===== config.mk =====
export PLATFORM = sky130hd
export DESIGN_NAME = tri_proj_asm_flat
export DESIGN_NICKNAME = d
export VERILOG_FILES = /design/src/rtl/tri_proj_asm_if.sv /design/src/rtl/tri_proj_asm.sv /design/src/flat_wrapper.sv
export SDC_FILE = /design/constraint.sdc
export NUM_CORES = 1
export LEC_CHECK = 0
export ABC_AREA = 1
export CORE_MARGIN = 2
export CORE_UTILIZATION = 40
export DETAILED_ROUTE_END_ITERATION = 8
export SYNTH_ARGS = -nofsm -noshare
export SYNTH_HDL_FRONTEND = slang
export SYNTH_SLANG_ARGS = --single-unit

===== constraint.sdc =====
create_clock -name clk_in -period 21.8 [get_ports clk_in]
set_clock_uncertainty 0.05 [all_clocks]
set_input_delay 4.36 -clock clk_in [delete_from_list [all_inputs] [get_ports clk_in]]
set_output_delay 4.36 -clock clk_in [all_outputs]
set_load 0.01 [all_outputs]

===== src/rtl/tri_proj_asm_if.sv =====
// rtl/tri_proj_asm_if.sv - vertex-in / triangle-out handshake bundle for tri_proj_asm
interface tri_proj_asm_if #(
   parameter int IN_W  = 32,
   parameter int OUT_W = 9
);
   logic [3:0][IN_W-1:0]       coor_in;
   logic                       valid_in;
   logic                       obj_done_in;
   logic                       ready_out;
   logic [2:0][2:0][OUT_W-1:0] coor_out;
   logic                       valid_out;
   logic                       ready_in;
   logic                       obj_done_out;
   logic                       tri_drop_out;

   modport slave (
      input  coor_in, valid_in, obj_done_in, ready_in,
      output ready_out, coor_out, valid_out, obj_done_out, tri_drop_out
   );

   modport master (
      output coor_in, valid_in, obj_done_in, ready_in,
      input  ready_out, coor_out, valid_out, obj_done_out, tri_drop_out
   );
endinterface


===== src/rtl/tri_proj_asm.sv =====
// rtl/tri_proj_asm.sv - perspective projection and triangle assembly
// Define TRI_PROJ_CULL_EN to add a back-face culling cycle before emit.
module tri_proj_asm #(
   parameter int IN_W     = 32,
   parameter int FRAC     = 16,
   parameter int OUT_W    = 9,
   parameter int FOCAL    = 160,
   parameter int SCREEN_W = 320,
   parameter int SCREEN_H = 240,
   parameter logic signed [IN_W-1:0] NEAR_Z = 32'h0001_0000
) (
   input  logic          clk_in,
   input  logic          rst_in,
   tri_proj_asm_if.slave bus
);
   localparam int FW = $clog2(FOCAL + 1);
   localparam int W  = IN_W + OUT_W + FW + 1;
   localparam int QW = OUT_W + 1;
   localparam int SW = OUT_W + 4;
   localparam int CW = $clog2(OUT_W + 3);
   localparam logic [CW-1:0]        LAST  = CW'(OUT_W + 2);
   localparam logic signed [SW-1:0] X_MID = SW'(SCREEN_W / 2);
   localparam logic signed [SW-1:0] Y_MID = SW'(SCREEN_H / 2);
   localparam logic signed [SW-1:0] X_MAX = SW'(SCREEN_W - 1);
   localparam logic signed [SW-1:0] Y_MAX = SW'(SCREEN_H - 1);

   typedef enum logic [1:0] {
      S_ACCEPT, S_DIV, S_EMIT
`ifdef TRI_PROJ_CULL_EN
      , S_CULL
`endif
   } state_t;

   state_t                     state, state_n;
   logic [CW-1:0]              cnt;
   logic [1:0]                 vcnt;
   logic [IN_W-1:0]            x_r, y_r, z_r;
   logic [W-1:0]               rem_x, rem_y, dsh;
   logic [QW-1:0]              q_x, q_y;
   logic                       sat_x, sat_y, neg_x, neg_y;
   logic [2:0]                 bad_r;
   logic                       od_acc, od_q, drop_q;
   logic [2:0][2:0][OUT_W-1:0] coor_q;

   logic [IN_W-1:0]        ax, ay, az;
   logic [W-1:0]           nx, ny, dz;
   logic signed [SW-1:0]   sx, sy, xs, ys;
   logic signed [IN_W-1:0] zi;
   logic [OUT_W-1:0]       xs_c, ys_c, zs_c;
   logic                   cur_bad, any_bad, accept, drop_ev, retire_ev;

   // w is carried on the bus for the fetch stage but not used here
   wire unused_w = &{1'b0, bus.coor_in[0]};

   always_comb begin
      ax = x_r[IN_W-1] ? ~x_r + 1'b1 : x_r;
      ay = y_r[IN_W-1] ? ~y_r + 1'b1 : y_r;
      az = z_r[IN_W-1] ? ~z_r + 1'b1 : z_r;
      nx = W'(ax) * W'(FOCAL);
      ny = W'(ay) * W'(FOCAL);
      dz = W'(az);
      sx = SW'(sat_x ? {QW{1'b1}} : q_x);
      sy = SW'(sat_y ? {QW{1'b1}} : q_y);
      if (neg_x) sx = -sx;
      if (neg_y) sy = -sy;
      xs = X_MID + sx;
      ys = Y_MID - sy;
      xs_c = (xs < 0) ? '0 : (xs > X_MAX) ? OUT_W'(SCREEN_W - 1) : xs[OUT_W-1:0];
      ys_c = (ys < 0) ? '0 : (ys > Y_MAX) ? OUT_W'(SCREEN_H - 1) : ys[OUT_W-1:0];
      zi = $signed(z_r) >>> FRAC;
      if (z_r[IN_W-1])                                zs_c = '0;
      else if (zi > $signed(IN_W'(2**OUT_W - 1)))      zs_c = '1;
      else                                            zs_c = zi[OUT_W-1:0];
      cur_bad = $signed(z_r) < NEAR_Z;
      any_bad = bad_r[0] | bad_r[1] | cur_bad;
   end

`ifdef TRI_PROJ_CULL_EN
   localparam int AW = 2 * OUT_W + 3;
   logic signed [AW-1:0] area;
   always_comb begin
      area = (AW'(coor_q[1][2]) - AW'(coor_q[0][2])) * (AW'(coor_q[2][1]) - AW'(coor_q[0][1]))
           - (AW'(coor_q[2][2]) - AW'(coor_q[0][2])) * (AW'(coor_q[1][1]) - AW'(coor_q[0][1]));
   end
`endif

   always_comb begin
      accept  = (state == S_ACCEPT) && bus.valid_in;
      drop_ev = 1'b0;
`ifdef TRI_PROJ_CULL_EN
      if (state == S_CULL) drop_ev = (|bad_r) || (area <= 0);
`else
      if (state == S_DIV && cnt == LAST && vcnt == 2'd2) drop_ev = any_bad;
`endif
      retire_ev = drop_ev || (state == S_EMIT && bus.ready_in);
   end

   always_ff @(posedge clk_in or posedge rst_in) begin
      if (rst_in) state <= S_ACCEPT;
      else        state <= state_n;
   end

   always_comb begin
      state_n = state;
      case (state)
         S_ACCEPT: if (bus.valid_in) state_n = S_DIV;
         S_DIV: begin
            if (cnt == LAST) begin
               if (vcnt != 2'd2)  state_n = S_ACCEPT;
`ifdef TRI_PROJ_CULL_EN
               else               state_n = S_CULL;
`else
               else               state_n = any_bad ? S_ACCEPT : S_EMIT;
`endif
            end
         end
`ifdef TRI_PROJ_CULL_EN
         S_CULL:   state_n = drop_ev ? S_ACCEPT : S_EMIT;
`endif
         S_EMIT:   if (bus.ready_in) state_n = S_ACCEPT;
         default:  state_n = S_ACCEPT;
      endcase
   end

   always_comb begin
      bus.ready_out    = (state == S_ACCEPT) && !rst_in;
      bus.valid_out    = (state == S_EMIT);
      bus.coor_out     = coor_q;
      bus.tri_drop_out = drop_q;
      bus.obj_done_out = od_q;
   end

   // cnt 0 loads the dividers, 1..OUT_W+1 iterate, LAST maps and stores the vertex
   always_ff @(posedge clk_in or posedge rst_in) begin
      if (rst_in) begin
         cnt <= '0;  vcnt <= '0;
         x_r <= '0;  y_r <= '0;  z_r <= '0;
         rem_x <= '0; rem_y <= '0; dsh <= '0;
         q_x <= '0;  q_y <= '0;
         sat_x <= 1'b0; sat_y <= 1'b0; neg_x <= 1'b0; neg_y <= 1'b0;
         bad_r <= '0; od_acc <= 1'b0; od_q <= 1'b0; drop_q <= 1'b0;
         coor_q <= '0;
      end else begin
         drop_q <= drop_ev;
         od_q   <= retire_ev & od_acc;
         if (retire_ev) od_acc <= 1'b0;
         if (accept) begin
            x_r    <= bus.coor_in[3];
            y_r    <= bus.coor_in[2];
            z_r    <= bus.coor_in[1];
            od_acc <= od_acc | bus.obj_done_in;
            cnt    <= '0;
         end
         if (state == S_DIV) begin
            cnt <= cnt + 1'b1;
            if (cnt == '0) begin
               rem_x <= nx;
               rem_y <= ny;
               dsh   <= dz << OUT_W;
               sat_x <= nx >= (dz << QW);
               sat_y <= ny >= (dz << QW);
               neg_x <= x_r[IN_W-1] ^ z_r[IN_W-1];
               neg_y <= y_r[IN_W-1] ^ z_r[IN_W-1];
               q_x   <= '0;
               q_y   <= '0;
            end else if (cnt != LAST) begin
               if (rem_x >= dsh) rem_x <= rem_x - dsh;
               if (rem_y >= dsh) rem_y <= rem_y - dsh;
               q_x <= {q_x[QW-2:0], rem_x >= dsh};
               q_y <= {q_y[QW-2:0], rem_y >= dsh};
               dsh <= dsh >> 1;
            end else begin
               coor_q[vcnt] <= {xs_c, ys_c, zs_c};
               bad_r[vcnt]  <= cur_bad;
               vcnt         <= (vcnt == 2'd2) ? 2'd0 : vcnt + 2'd1;
            end
         end
      end
   end
endmodule


===== src/flat_wrapper.sv =====
// flat-port wrapper written by rule: the top's interface ports become plain ports
module tri_proj_asm_flat 
#(
   parameter int IN_W     = 32,
   parameter int FRAC     = 16,
   parameter int OUT_W    = 9,
   parameter int FOCAL    = 160,
   parameter int SCREEN_W = 320,
   parameter int SCREEN_H = 240,
   parameter logic signed [IN_W-1:0] NEAR_Z = 32'h0001_0000
)
  (clk_in, rst_in, bus_coor_in, bus_valid_in, bus_obj_done_in, bus_ready_in, bus_ready_out, bus_coor_out, bus_valid_out, bus_obj_done_out, bus_tri_drop_out);
  tri_proj_asm_if #(.IN_W(IN_W), .OUT_W(OUT_W)) bus_i ();
  input  logic clk_in;
  input  logic rst_in;
  input wire logic [$bits(bus_i.coor_in)-1:0] bus_coor_in;
  input wire logic [$bits(bus_i.valid_in)-1:0] bus_valid_in;
  input wire logic [$bits(bus_i.obj_done_in)-1:0] bus_obj_done_in;
  input wire logic [$bits(bus_i.ready_in)-1:0] bus_ready_in;
  output wire logic [$bits(bus_i.ready_out)-1:0] bus_ready_out;
  output wire logic [$bits(bus_i.coor_out)-1:0] bus_coor_out;
  output wire logic [$bits(bus_i.valid_out)-1:0] bus_valid_out;
  output wire logic [$bits(bus_i.obj_done_out)-1:0] bus_obj_done_out;
  output wire logic [$bits(bus_i.tri_drop_out)-1:0] bus_tri_drop_out;
  assign bus_i.coor_in = bus_coor_in;
  assign bus_i.valid_in = bus_valid_in;
  assign bus_i.obj_done_in = bus_obj_done_in;
  assign bus_i.ready_in = bus_ready_in;
  assign bus_ready_out = bus_i.ready_out;
  assign bus_coor_out = bus_i.coor_out;
  assign bus_valid_out = bus_i.valid_out;
  assign bus_obj_done_out = bus_i.obj_done_out;
  assign bus_tri_drop_out = bus_i.tri_drop_out;
  tri_proj_asm #(.IN_W(IN_W), .FRAC(FRAC), .OUT_W(OUT_W), .FOCAL(FOCAL), .SCREEN_W(SCREEN_W), .SCREEN_H(SCREEN_H), .NEAR_Z(NEAR_Z)) u_core (.clk_in(clk_in), .rst_in(rst_in), .bus(bus_i));
endmodule

# After elaboration in Yosys (flattened, before gate mapping)
# Index checks and enable logic that the tools add are counted.
[classes]
n_div = 0
n_bitwise = 11
magnitude_cmp = 12
n_addsub = 11
shift = 0
muxes = 43
n_eq_ne = 9
n_mul = 2
n_reduce_logical = 21
[ops]
columns = ["operator", "n"]
rows = [
  ["50-bit 2-to-1 mux", 8],
  ["50-bit greater-or-equal comparator", 2],
  ["50-bit subtractor", 2],
  ["32-bit by 1-bit adder with 32-bit output, second input constant", 3],
  ["32-bit 2-to-1 mux", 3],
  ["32-bit inverter", 3],
  ["40-bit by 42-bit greater-or-equal comparator with 1-bit output", 2],
  ["81-bit bitwise mux", 1],
  ["32-bit by 3-bit multiplier with 35-bit output, second input constant", 2],
  ["10-bit 2-to-1 mux", 6],
  ["27-bit demux with 2-bit select", 1],
  ["9-bit 2-to-1 mux", 6],
  ["32-bit by 18-bit less-than comparator with 1-bit output, second input constant", 1],
  ["27-bit 2-to-1 mux", 1],
  ["13-bit by 1-bit less-than comparator with 1-bit output, second input constant", 2],
  ["13-bit 2-to-1 mux", 2],
  ["13-bit negation", 2],
  ["16-bit by 10-bit greater-than comparator with 1-bit output, second input constant", 1],
  ["9-bit by 13-bit adder with 13-bit output, first input constant", 1],
  ["13-bit by 10-bit greater-than comparator with 1-bit output, second input constant", 1],
  ["13-bit by 9-bit greater-than comparator with 1-bit output, second input constant", 1],
  ["8-bit by 13-bit subtractor with 13-bit output, first input constant", 1],
  ["2-bit 2-to-1 mux", 6],
  ["3-bit AND reduction", 4],
  ["other kinds (25)", 47],
]
[totals]
rom_bits = 0
ram_bits = 0
latch_bits = 0
ff_bits = 365
input_bits = 133
output_inout_bits = 85
word_cells = 137
mem_count = 0

# Logic depth before layout (Yosys ltp)
[depth]
depth_word = 8
ltp_mapped = 35
depth_no_buf = 35

# Worst setup path after synthesis
# No wires, ideal clock.
[synth_path]
path_kind = "input port to output port"
from = "input port rst_in"
to = "output port bus_ready_out"
path_buffers = 0
path_slack_ps = 12771
t_required_ps = 17390
path_stages = 1
arrival_time_ps = 4619
cell_sequence = "nor3_1"
[synth_between]
elab_chain_cells = 2
[synth_lines]
columns = ["item", "line", "rtl"]
rows = [
  ["start: declaration", "flat_wrapper.sv:15", "input logic rst_in;"],
  ["1-bit zero test (no source line)", "--", ""],
  ["1-bit logical AND", "tri_proj_asm.sv:126", "bus.ready_out = (state == S_ACCEPT) && !rst_in;"],
  ["end: declaration", "flat_wrapper.sv:20", "output wire logic [$bits(bus_i.ready_out)-1:0] bus_ready_out;"],
]
# Every way passes these cells.

# Worst setup path in the final report
# Same ends and word-level chain as after synthesis.

==> results_dict.tcl <==
set metrics [dict create \
    status "finished, final reports clean" \
    finalHoldViolCount 0 \
    antenna_violations_before_repair 1 \
    numCtsBuffers 45 \
    post_synth_inst_count 4562 \
    globalRouteOverflowTotal 0 \
    critical_path_start_end_classification "in2out" \
    post_route_cells_drive_above_1_share_pct 4.20 \
    netlist-cell-type-count 55 \
    clkSinkCount 355 \
    yosys_register_bits 355 \
    yosysSeqAreaShare_pct 29.0 \
    chipHeight_um 281 \
    grt_setup_unrepaired "no" \
    tritoncts "done" \
    synthesis.yosys.warnings 0 \
    final-setup-viol-count 0 \
    all_layer_gr_usage_pct 27.3 \
    insertion_delay_ns 0.65 \
    viasPerCell 5.34 \
    postSynthNetCount 4962 \
    cts_resized 0 \
    drt_wl_total_mm 107 \
    timing.hold.worst.class "reg2reg" \
    dieArea_um2 78800 \
    fp.coreArea_um2 75800 \
    hold_start "u_core.bus.coor_out[17]" \
    grt_pass1_vias 29200 \
    place.gp.congestion 0.988 \
    vias 30500 \
    synthXorXnorAreaFrac_pct 5.07 \
    grt_start_max_net_pins 152 \
    place_hpwl_mm 85.8 \
    dr.first_iter.drc_count 2483 \
    crit_path_end_kind "output pin" \
    finalSetupTns_ns 0 \
    period_needed_ns 10.01 \
    regToRegStartpoint "u_core.y_r[0]" \
    insertedDiodeCount 0 \
    core.rowCount 101 \
    postSynthAreaPerCell_um2 6.71 \
    min_period_over_period_pct 45.9 \
    wl_per_cell_um 18.7 \
    most_frequent_cells_in_the_layout "nand2_1 (1136), inv_1 (583), nor2_1 (538)" \
    cts.clk_slew.worst_paths_ns 0.06 \
    crit_path_start "rst_in" \
    post-cts-setup-buffer-count 0 \
    drc 0 \
    layout_commonest_cell "nand2_1" \
    worstMarginPinSlew_ns 1.28 \
    worst_ep_required_time_ns 17.39 \
    critPathMaxFanout 2 \
    post_synth_instance_area_um2 30600 \
    area_growth_syn_to_layout_pct 13.9 \
    design.portCount 218 \
    htree_levels 2 \
    grt_first_pass_wirelength_mm 169 \
    place.port_buffers 185 \
    synth-compound-area-share_pct 14.1 \
    dominant_combinational_cell_family_by_area_after_synthesis "simple AND/OR/NAND/NOR gates" \
    drt_pre_antenna_iters 6 \
    nets 5105 \
    cts_max_path_buffers 3 \
    f_max_mhz 99.9 \
    worst_setup_path_start_kind "input pin" \
    root_buffer "clkbuf_16" \
    simple_logic_cell_fraction_of_the_synthesized_area_pct 31.3 \
    max_cap_viol_count 0 \
    drv_slew 0 \
    yosys-mux-area-fraction_pct 0.662 \
    start_util_pct 40.4 \
    timing.max_slew.rel_slack_pct 13.8 \
    die_w_um 281 \
    critical_path_arrival_ns 5.60 \
    hold_bufs_at_cts 0 \
    ant_nets 0 \
    synthAdderAreaFrac_pct 11.0 \
]
-- worst paths after layout --
| kind | end | cells after the start | slack (ns) |
|---|---|---|---|
| setup / recovery | bus_ready_out | 3 | 11.79 |
| hold / removal | u_core.bus.coor_out[17] | 2 | 0.43 |
| setup reg to reg | u_core.sat_y | 25 | 15.31 |
| hold reg to reg | u_core.bus.coor_out[17] | 2 | 0.43 |
| max in group asynchronous | u_core.rem_x[4] | 4 | 15.01 |
| min in group asynchronous | u_core.bus.tri_drop_out | 2 | 4.34 |
-- stage by stage --
stage | hold slack [ns] | utilization (%) | setup WS [ns] | instances | instance area (um2)
after floorplan | 0.396 | - | 7.54 | 4562 | 30600
after global placement | 0.403 | 44.1 | 11.79 | 5636 | 33400
after detailed placement | 0.408 | 44.1 | 11.79 | 5636 | 33400
after CTS | 0.428 | 46.0 | 11.79 | 5716 | 34900
after global routing | 0.442 | 46.0 | 11.68 | 5716 | 34900
final | 0.426 | 46.0 | 11.79 | 5716 | 34900
-- cell usage after synthesis, drive strengths merged --
library cell,instances,area [um2]
a31oi,40,250
nor2,555,2180
a41oi,1,8.76
o21ai,318,1600
o21a,9,67.6
nor3,61,337
nand2,1167,4510
nand3b,17,128
inv,596,2240
clkbuf,65,244
a22oi,24,180
a21oi,304,1520
and2,14,87.6
clkinv,5,18.8
fa,4,80.1
and3,1,6.26
nor4,22,138
o41ai,1,8.76
a31o,2,17.5
ha,263,3290
o32ai,1,8.76
o211ai,3,22.5
o221ai,9,78.8
xor2,148,1300
o31ai,8,60.1
nand2b,2,12.5
nand4,66,413
o22ai,26,163
or2,18,115
mux2,18,203
a21boi,8,60.1
buf,41,210
o21bai,22,165
nand3,328,1670
a211oi,2,15.0
a21o,11,82.6
xnor2,27,255
dfrtp,355,8880
-- cells by family after synthesis --
| logic type | Yosys count |
|---|---|
| fa+ha+maj | 267 |
| compound gates | 789 |
| xor+xnor | 175 |
| simple gates | 2251 |
| flops | 355 |
| mux | 18 |
| buf+inv | 707 |
-- worst max-delay path, cell delays in order --
cell,delay [ns]
clkdlybuf4s50_1,0.51
nor3_1,0.17
clkdlybuf4s50_1,0.56
-- registers in the layout, indices dropped and copies added, names as in the netlist, 2 cells and up --
| name | flops |
|---|---|
| u_core.bus.coor_out | 81 |
| u_core.state | 2 |
| u_core.rem_x | 50 |
| u_core.cnt | 4 |
| u_core.rem_y | 50 |
| u_core.y_r | 32 |
| u_core.q_y | 10 |
| u_core.x_r | 32 |
| u_core.z_r | 32 |
| u_core.dsh | 41 |
| u_core.vcnt | 2 |
| u_core.bad_r | 2 |
| u_core.q_x | 10 |
-- area by class of cell --
| cell class | count | area (um2) |
|---|---|---|
| inverters | 601 | 2260 |
| fillers | 8082 | 41000 |
| flip-flops and latches | 355 | 8880 |
| well taps | 978 | 1220 |
| multi-input cells | 3500 | 19000 |
| clock inverters | 18 | 199 |
| repair buffers | 202 | 1990 |
| clock buffers | 62 | 1250 |
-- routing by layer --
layer  vias to the layer above  GRT usage (%)  part of all wire, %
li1                      15200              -                    -
met1                     14400           36.9                   45
met2                       794           45.4                   46
met3                       148           3.77                  6.0
met4                         2           7.94                  2.9
met5                         -              0                0.012
Power is not shown: default switching activity piles up to over one toggle a cycle in this logic, so the estimate is an artifact.
